$ cat src/rtl/pulse_sequencer.sv
`default_nettype none
// ============================================================================
//  Module   : pulse_sequencer
//  Purpose  : Multi-channel triggered pulse-train generator. Each channel
//             synchronises an asynchronous trigger, and on a rising edge
//             emits REPEAT+1 pulses of WIDTH cycles after DELAY cycles,
//             separated by GAP low cycles, using a snapshot of its config.
//  Revision : 1.0 - initial release
// ============================================================================
module pulse_sequencer #(
  parameter int NUM_CH = 2,
  parameter int CNT_W  = 16,
  parameter int AW     = $clog2(NUM_CH) + 2
) (
  input  logic              iCLK,
  input  logic              iRESETn,
  input  logic [NUM_CH-1:0] iTRIG,
  input  logic [NUM_CH-1:0] iABORT,
  input  logic              iWR,
  input  logic [AW-1:0]     iWR_ADDR,
  input  logic [CNT_W-1:0]  iWR_DATA,
  output logic [NUM_CH-1:0] oPULSE,
  output logic [NUM_CH-1:0] oBUSY,
  output logic [NUM_CH-1:0] oDONE
);

  typedef enum logic [1:0] {
    ST_IDLE  = 2'd0,
    ST_DELAY = 2'd1,
    ST_PULSE = 2'd2,
    ST_GAP   = 2'd3
  } state_t;

  localparam logic [1:0]       REG_DELAY  = 2'd0;
  localparam logic [1:0]       REG_WIDTH  = 2'd1;
  localparam logic [1:0]       REG_GAP    = 2'd2;
  localparam logic [1:0]       REG_REPEAT = 2'd3;
  localparam logic [CNT_W-1:0] CNT_ONE    = CNT_W'(1);

  // Address split: upper bits select the channel, low two bits the register.
  // Channel indices with no matching generate instance are simply dropped.
  logic [AW-1:0] wr_ch;
  logic [1:0]    wr_reg;

  assign wr_ch  = iWR_ADDR >> 2;
  assign wr_reg = iWR_ADDR[1:0];

  for (genvar i = 0; i < NUM_CH; i++) begin : g_ch
    logic [CNT_W-1:0] cfg_delay;
    logic [CNT_W-1:0] cfg_width;
    logic [CNT_W-1:0] cfg_gap;
    logic [CNT_W-1:0] cfg_repeat;
    logic             wr_sel;

    logic             sync1;
    logic             sync2;
    logic             sync3;
    logic             trig_edge;

    state_t           state;
    state_t           state_nx;
    logic [CNT_W-1:0] cnt;
    logic [CNT_W-1:0] cnt_nx;
    logic [CNT_W-1:0] rep;
    logic [CNT_W-1:0] rep_nx;
    logic [CNT_W-1:0] width_s;
    logic [CNT_W-1:0] width_nx;
    logic [CNT_W-1:0] gap_s;
    logic [CNT_W-1:0] gap_nx;
    logic [CNT_W-1:0] gap_load;
    logic             pulse_q;
    logic             done_q;
    logic             done_nx;

    assign wr_sel    = iWR && (wr_ch == AW'(i));
    assign trig_edge = sync2 & ~sync3;
    // A GAP of zero behaves as a single low cycle.
    assign gap_load  = (gap_s == '0) ? '0 : (gap_s - CNT_ONE);

    // Config registers; reset leaves the channel disabled (WIDTH = 0).
    always_ff @(posedge iCLK or negedge iRESETn) begin
      if (!iRESETn) begin
        cfg_delay  <= '0;
        cfg_width  <= '0;
        cfg_gap    <= CNT_ONE;
        cfg_repeat <= '0;
      end else if (wr_sel) begin
        case (wr_reg)
          REG_DELAY:  cfg_delay  <= iWR_DATA;
          REG_WIDTH:  cfg_width  <= iWR_DATA;
          REG_GAP:    cfg_gap    <= iWR_DATA;
          REG_REPEAT: cfg_repeat <= iWR_DATA;
        endcase
      end
    end

    // Two-flop synchroniser plus one history flop for rising-edge detect.
    always_ff @(posedge iCLK or negedge iRESETn) begin
      if (!iRESETn) begin
        sync1 <= 1'b0;
        sync2 <= 1'b0;
        sync3 <= 1'b0;
      end else begin
        sync1 <= iTRIG[i];
        sync2 <= sync1;
        sync3 <= sync2;
      end
    end

    // Next-state logic: abort wins; counters count down to zero per phase.
    always_comb begin
      state_nx = state;
      cnt_nx   = cnt;
      rep_nx   = rep;
      width_nx = width_s;
      gap_nx   = gap_s;
      done_nx  = 1'b0;
      if (iABORT[i]) begin
        state_nx = ST_IDLE;
      end else begin
        case (state)
          ST_IDLE: begin
            // Ignore edges coinciding with the completion strobe.
            if (trig_edge && !done_q && (cfg_width != '0)) begin
              width_nx = cfg_width;
              gap_nx   = cfg_gap;
              rep_nx   = cfg_repeat;
              if (cfg_delay != '0) begin
                state_nx = ST_DELAY;
                cnt_nx   = cfg_delay - CNT_ONE;
              end else begin
                state_nx = ST_PULSE;
                cnt_nx   = cfg_width - CNT_ONE;
              end
            end
          end
          ST_DELAY: begin
            if (cnt == '0) begin
              state_nx = ST_PULSE;
              cnt_nx   = width_s - CNT_ONE;
            end else begin
              cnt_nx = cnt - CNT_ONE;
            end
          end
          ST_PULSE: begin
            if (cnt == '0) begin
              if (rep == '0) begin
                state_nx = ST_IDLE;
                done_nx  = 1'b1;
              end else begin
                rep_nx   = rep - CNT_ONE;
                state_nx = ST_GAP;
                cnt_nx   = gap_load;
              end
            end else begin
              cnt_nx = cnt - CNT_ONE;
            end
          end
          ST_GAP: begin
            if (cnt == '0) begin
              state_nx = ST_PULSE;
              cnt_nx   = width_s - CNT_ONE;
            end else begin
              cnt_nx = cnt - CNT_ONE;
            end
          end
          default: state_nx = ST_IDLE;
        endcase
      end
    end

    // State, snapshot and registered outputs; pulse follows the next state.
    always_ff @(posedge iCLK or negedge iRESETn) begin
      if (!iRESETn) begin
        state   <= ST_IDLE;
        cnt     <= '0;
        rep     <= '0;
        width_s <= '0;
        gap_s   <= '0;
        pulse_q <= 1'b0;
        done_q  <= 1'b0;
      end else begin
        state   <= state_nx;
        cnt     <= cnt_nx;
        rep     <= rep_nx;
        width_s <= width_nx;
        gap_s   <= gap_nx;
        pulse_q <= (state_nx == ST_PULSE);
        done_q  <= done_nx;
      end
    end

    assign oPULSE[i] = pulse_q;
    assign oBUSY[i]  = (state != ST_IDLE);
    assign oDONE[i]  = done_q;
  end : g_ch

endmodule
`default_nettype wire

$ cat config.mk
export PLATFORM = sky130hd
export DESIGN_NAME = pulse_sequencer
export DESIGN_NICKNAME = d
export VERILOG_FILES = /design/src/rtl/pulse_sequencer.sv
export SDC_FILE = /design/constraint.sdc
export NUM_CORES = 1
export LEC_CHECK = 0
export BUFFER_PORTS_ARGS = -buffer_cell sky130_fd_sc_hd__clkbuf_2
export CORE_ASPECT_RATIO = 1.5
export CORE_UTILIZATION = 35
export DETAILED_ROUTE_END_ITERATION = 8
export PLACE_DENSITY = 0.52
export SLEW_MARGIN = 20
export SYNTH_ARGS = -nofsm -noshare
export SYNTH_HDL_FRONTEND = slang
export SYNTH_SLANG_ARGS = --single-unit
export TNS_END_PERCENT = 30
$ cat constraint.sdc
create_clock -name iCLK -period 3.4 [get_ports iCLK]
set_input_delay 0.68 -clock iCLK [delete_from_list [all_inputs] [get_ports iCLK]]
set_output_delay 0.68 -clock iCLK [all_outputs]
set_load 0.03 [all_outputs]
# Word-level counts from Yosys, hierarchy flattened
# Index checks and enable logic that the tools add are counted.
# op_classes
n_addsub	12
n_eq_ne	19
n_mux	44
bitwise	6
reduce_logical	42
# op_table
op	count
$mux W16	18
$sub A16 B1 Y16 const B	12
$logic_not A16 Y1	6
$pmux W16 S3	2
$pmux W16 S2	2
$reduce_bool A16 Y1	4
$mux W2	12
$eq A2 B2 Y1 const B	8
$reduce_and A2 Y1	8
$ne A2 B2 Y1 const B	6
$pmux W2 S3	2
$reduce_and A3 Y1	4
$reduce_and A5 Y1	2
$mux W1	8
$reduce_bool A2 Y1	4
$eq A2 B1 Y1 const B	3
$logic_and A1 B1 Y1	6
$logic_not A2 Y1	3
$ne A3 B3 Y1 const B	2
$not A1 Y1	4
$reduce_or A2 Y1	2
$logic_not A3 Y1	1
$and A1 B1 Y1	2
$logic_not A1 Y1	2
# totals
register_bits	270
inputBits	26
out_inout_bits	6
elab_cells	151

# Depth between registers and ports, before layout
# logic_depth
ltp_word	8
ltp_mapped	14
mapped_depth_nobuf	12

# Least setup slack after synthesis
# No wires, ideal clock.
# synth_timing
path_kind	register to register
from	reg g_ch[1].cfg_delay[1]
to	reg g_ch[1].cnt[6]
setup_ns	0.126
arrival_time_ns	2.916
required_time_ns	3.274
setup_slack_ns	0.358
stages_incl_launch_ff	15
n_path_buf	2
period_less_slack_ns	3.042
path_cell_list	dfrtp_1 -> or3_1 -> clkbuf_1 -> or4_4 -> nor2_4 -> buf_2 -> a21oi_1 -> ha_1 -> or3b_2 -> nor2_1 -> o31ai_4 -> nor2_1 -> a211o_1 -> a32oi_1 -> a21oi_1
# synth_between
elab_chain_cells	4
elab_cells_between_ends	5
cone_classes	add/sub: 1; mux: 3; reduce/logical: 1
# synth_lines
item	line_no	rtl
start: declaration	49	logic [CNT_W-1:0] cfg_delay;
start signal: assignment	89	REG_DELAY: cfg_delay <= iWR_DATA;
$sub A16 B1 Y16 or $reduce_bool A16 Y1 (tied branches)	130, 128	
$mux W16 (*)	128	if (cfg_delay != '0) begin
$mux W16 (*)	124	if (trig_edge && !done_q && (cfg_width != '0)) begin
$pmux W16 S3 (*)	121	case (state)
end signal: assignment	184	cnt <= cnt_nx;
end: declaration	62	logic [CNT_W-1:0] cnt;
# Every way passes the cells marked *; elsewhere a longest branch is shown, timed or not. The select of a mux whose other input is x is not followed.
# A chain may end at the register's enable or synchronous reset.

# Worst setup path after layout
# layout_timing
from	reg g_ch[1].cfg_delay[2]
to	reg g_ch[1].cnt[12]
# The elaborated chain is that of the path after synthesis.

==> results.md <==
* Grt ovf at 0
* PortBufs at 31
* Primary FF master, synth: dfrtp_1
* RSZ-0062 raised after global routing: false
* CTS buffer count at 29
* Area leader, netlist: dfrtp_1
* WP buf/inv at 0
* CORE AREA at 41400 um^2
* Worst reg-to-reg path cell count at 11
* Final min period at 3090 ps
* Syn Nets at 1491
* Fmax at 324 MHz
* Ports at 32
* Critical path type: reg2reg
* Final Skew at 18.1 ps
* Final setup vio count at 0
* GR Util All Layers at 21.6%
* Slew @ Worst Pin at 1010 ps
* Placer Congestion at 0.901
* Final WS setup at 309 ps
* CTS tree: yes
* Final hold viol count at 0
* Yosys warning count at 0
* H-tree depth at 1
* Seq/Total Area, Yosys at 45.7%
* Nets at 1542
* Finished Core Util at 40.5%
* Critical Path RT at 3820 ps
* Distinct cells, synth at 89
* Initial Util at 35.7%
* Hold Slack at 120 ps
* Row count at 91
* Hold WC Path Type: in2async
* Routed Antenna Nets at 0
* CTS Root Cell: clkbuf_16
* HPWL Detailed at 32700 um
* Asr flop ratio synth at 100%
* First-pass GRT wire length at 71100 um
* Area grow syn2layout at 13.5%
* Family with the most delay on the worst path: simple AND/OR/NAND/NOR gates
* Peak supply drop at 403 uV
* Number of remaining DRC errors at 0
* Max-cap violations at 0
* Tcrit/Tclk final at 90.9%
* Post-Place Worst Slack at 177 ps
* Outcome: finished, final reports clean
* Setup Total Neg Slack at 0 ps
* Crit path DAT at 3510 ps
* Die footprint at 43100 um^2
* Synth top area share at 45.3%
* Setup crit end kind: flip-flop
* Maximum net fanout on the critical path at 7
* Post-synth EDFFs at 0
* N_diodes at 0
* Pwr Total at 0.0113 W
* Die width at 170 um
* Mean Syn Cell Area at 10.2 um^2
* Final wirelength at 45100 um
* Pin count of the biggest net entering global routing at 76
* Die Ht at 254 um
* Setup crit start kind: flip-flop
* Clk buf depth at 3
* Crit path cell chain: or3_1, or4_4, nor2_4, a21oi_1, ha_1, or3b_2, nor2_1, o31ai_4, nor4_1, xor2_1, o22ai_1
* Sink Count at 270
* Leakage at 6.67 nW
* Critical Path Stages at 11
* Clock transition at path regs at 70 ps
* Syn Inst Count at 1453
* Slew Viols, Final at 0
* Vias per cell at 5.65
* Share of cells above drive strength 1 at 23.8%
* Register bit total from synthesis at 270
* Worst path max stage delay at 550 ps
* Slowest-stage cell, CP: nor4_1
* Average wire per standard cell at 21.6 um
* Slew HR at 32.3%
* Synth top area cells: dfrtp_1 45%, mux2_2 13%, a21oi_1 3.9%
* Vias in the first global route at 11900
* Routed via count at 11800
* Initial antenna violation count at 0
* Iteration-0 DRC Markers at 706
* Worst skew pair latency at 570 ps
* Synthesized area at 14800 um^2
* DR pass1 iterations at 5
* Power per cell area at 675 nW/um^2
through the flow:
stage	std cells	instance area, um^2
finish	2083	16800
global route	2083	16800
global placement	2031	15800
floorplan	1453	14800
detailed placement	2031	15800
CTS	2083	16800
cell type report:
type,instances,area [um^2]
inverters,30,113
fillers,4141,24600
clock inverters,12,131
multi-input cells,1084,7640
repair buffers,89,638
flip-flops and latches,270,6760
clock buffers,40,817
well taps,558,698
worst reg2reg max path: stages (launching register included):
cell and delay [ps]:
dfrtp_1 380, or3_1 240, or4_4 210, nor2_4 40, a21oi_1 220, ha_1 220
or3b_2 480, nor2_1 190, o31ai_4 120, nor4_1 550, xor2_1 220, o22ai_1 90
where the power goes:
group | switching, W | total [W] | internal [W]
sequential | 0.00106 | 0.00516 | 0.00410
clock | 0.00137 | 0.00320 | 0.00183
combinational | 0.00154 | 0.00297 | 0.00142
total | 0.00397 | 0.0113 | 0.00736
layer usage:
layer | vias to the layer above | share of wire [%] | track usage, %
met1 | 5862 | 40 | 25.7
met4 | 0 | 5.7 | 12.6
met2 | 270 | 51 | 37.9
met3 | 109 | 3.2 | 1.90
met5 | - | 0 | 0
li1 | 5536 | - | -
path summary, 6_finish.rpt:
| check | startpoint | end | slack [ps] |
|---|---|---|---|
| setup / recovery | g_ch[1].cfg_delay[2] | g_ch[1].cnt[12] | 310 |
| hold / removal | iRESETn | g_ch[0].pulse_q | 120 |
| setup reg to reg | g_ch[1].cfg_delay[2] | g_ch[1].cnt[12] | 310 |
| hold reg to reg | g_ch[0].sync1 | g_ch[0].sync2 | 350 |
| min in group iCLK | iTRIG[1] | g_ch[1].sync1 | 220 |
| max in group asynchronous | iRESETn | g_ch[1].cfg_gap[0] | 2380 |
timing repair:
action,4_1_cts,5_1_grt
gates resized for setup,0,1
hold buffers,0,0
buffers inserted,0,0
endpoints found under the hold margin,0,0
endpoints found under the setup margin,0,1
placed cells by master (no fill, tap or decap), drive strengths merged, types with 8 or more instances in the layout:
| cell type | Yosys | final |
|---|---|---|
| dfrtp | 268 | 268 |
| mux2 | 182 | 182 |
| a21oi | 114 | 114 |
| o21ai | 105 | 105 |
| nand2 | 96 | 96 |
| nor2 | 95 | 95 |
| clkbuf | 48 | 70 |
| nor3 | 69 | 69 |
| buf | 21 | 59 |
| nor4 | 43 | 43 |
| xor2 | 34 | 34 |
| inv | 29 | 31 |
| xnor2 | 28 | 28 |
| nand3 | 22 | 22 |
| or3 | 22 | 22 |
| o22ai | 20 | 20 |
| a31oi | 18 | 18 |
| a22oi | 15 | 15 |
| or4 | 14 | 14 |
| or2 | 13 | 13 |
| ha | 12 | 12 |
| a211oi | 12 | 12 |
| o31ai | 12 | 12 |
| nor3b | 11 | 11 |
| nand2b | 10 | 10 |
| nand4 | 9 | 9 |
| a211o | 9 | 9 |
| nor2b | 8 | 8 |
| clkinv | 1 | 8 |
Yosys cell counts (19+ instances only):
cell type,instances
clkbuf_1,48
a21oi_1,114
o21ai_0,103
nand2_1,94
nor4_1,40
xnor2_1,28
mux2_2,165
nor3_1,68
or3_1,19
inv_1,29
nand3_1,22
xor2_1,34
o22ai_1,20
nor2_1,93
dfrtp_1,268
logic make-up (layout without fill, tap and decap cells):
logic type                 count (synthesis)  count (layout)  synth area share (%)
AOI/OAI and AO/OA                        375             375                  15.8
and+or+nand+nor                          447             447                  16.2
muxes                                    188             188                  14.7
buffers and inverters                     99             171                  2.93
DFF                                      270             270                  45.7
xor gates and xnor gates                  62              62                  3.67
adders and majority gates                 12              12                  1.01
sequential cells by signal, summed over array words and instances (netlist names), 4 cells and up:
register         cells
g_ch.cfg_delay      32
g_ch.cfg_gap        32
g_ch.cfg_repeat     32
g_ch.cfg_width      32
g_ch.cnt            32
g_ch.gap_s          32
g_ch.rep            32
g_ch.state           4
g_ch.width_s        32
Power figures use the tool's default switching activity.
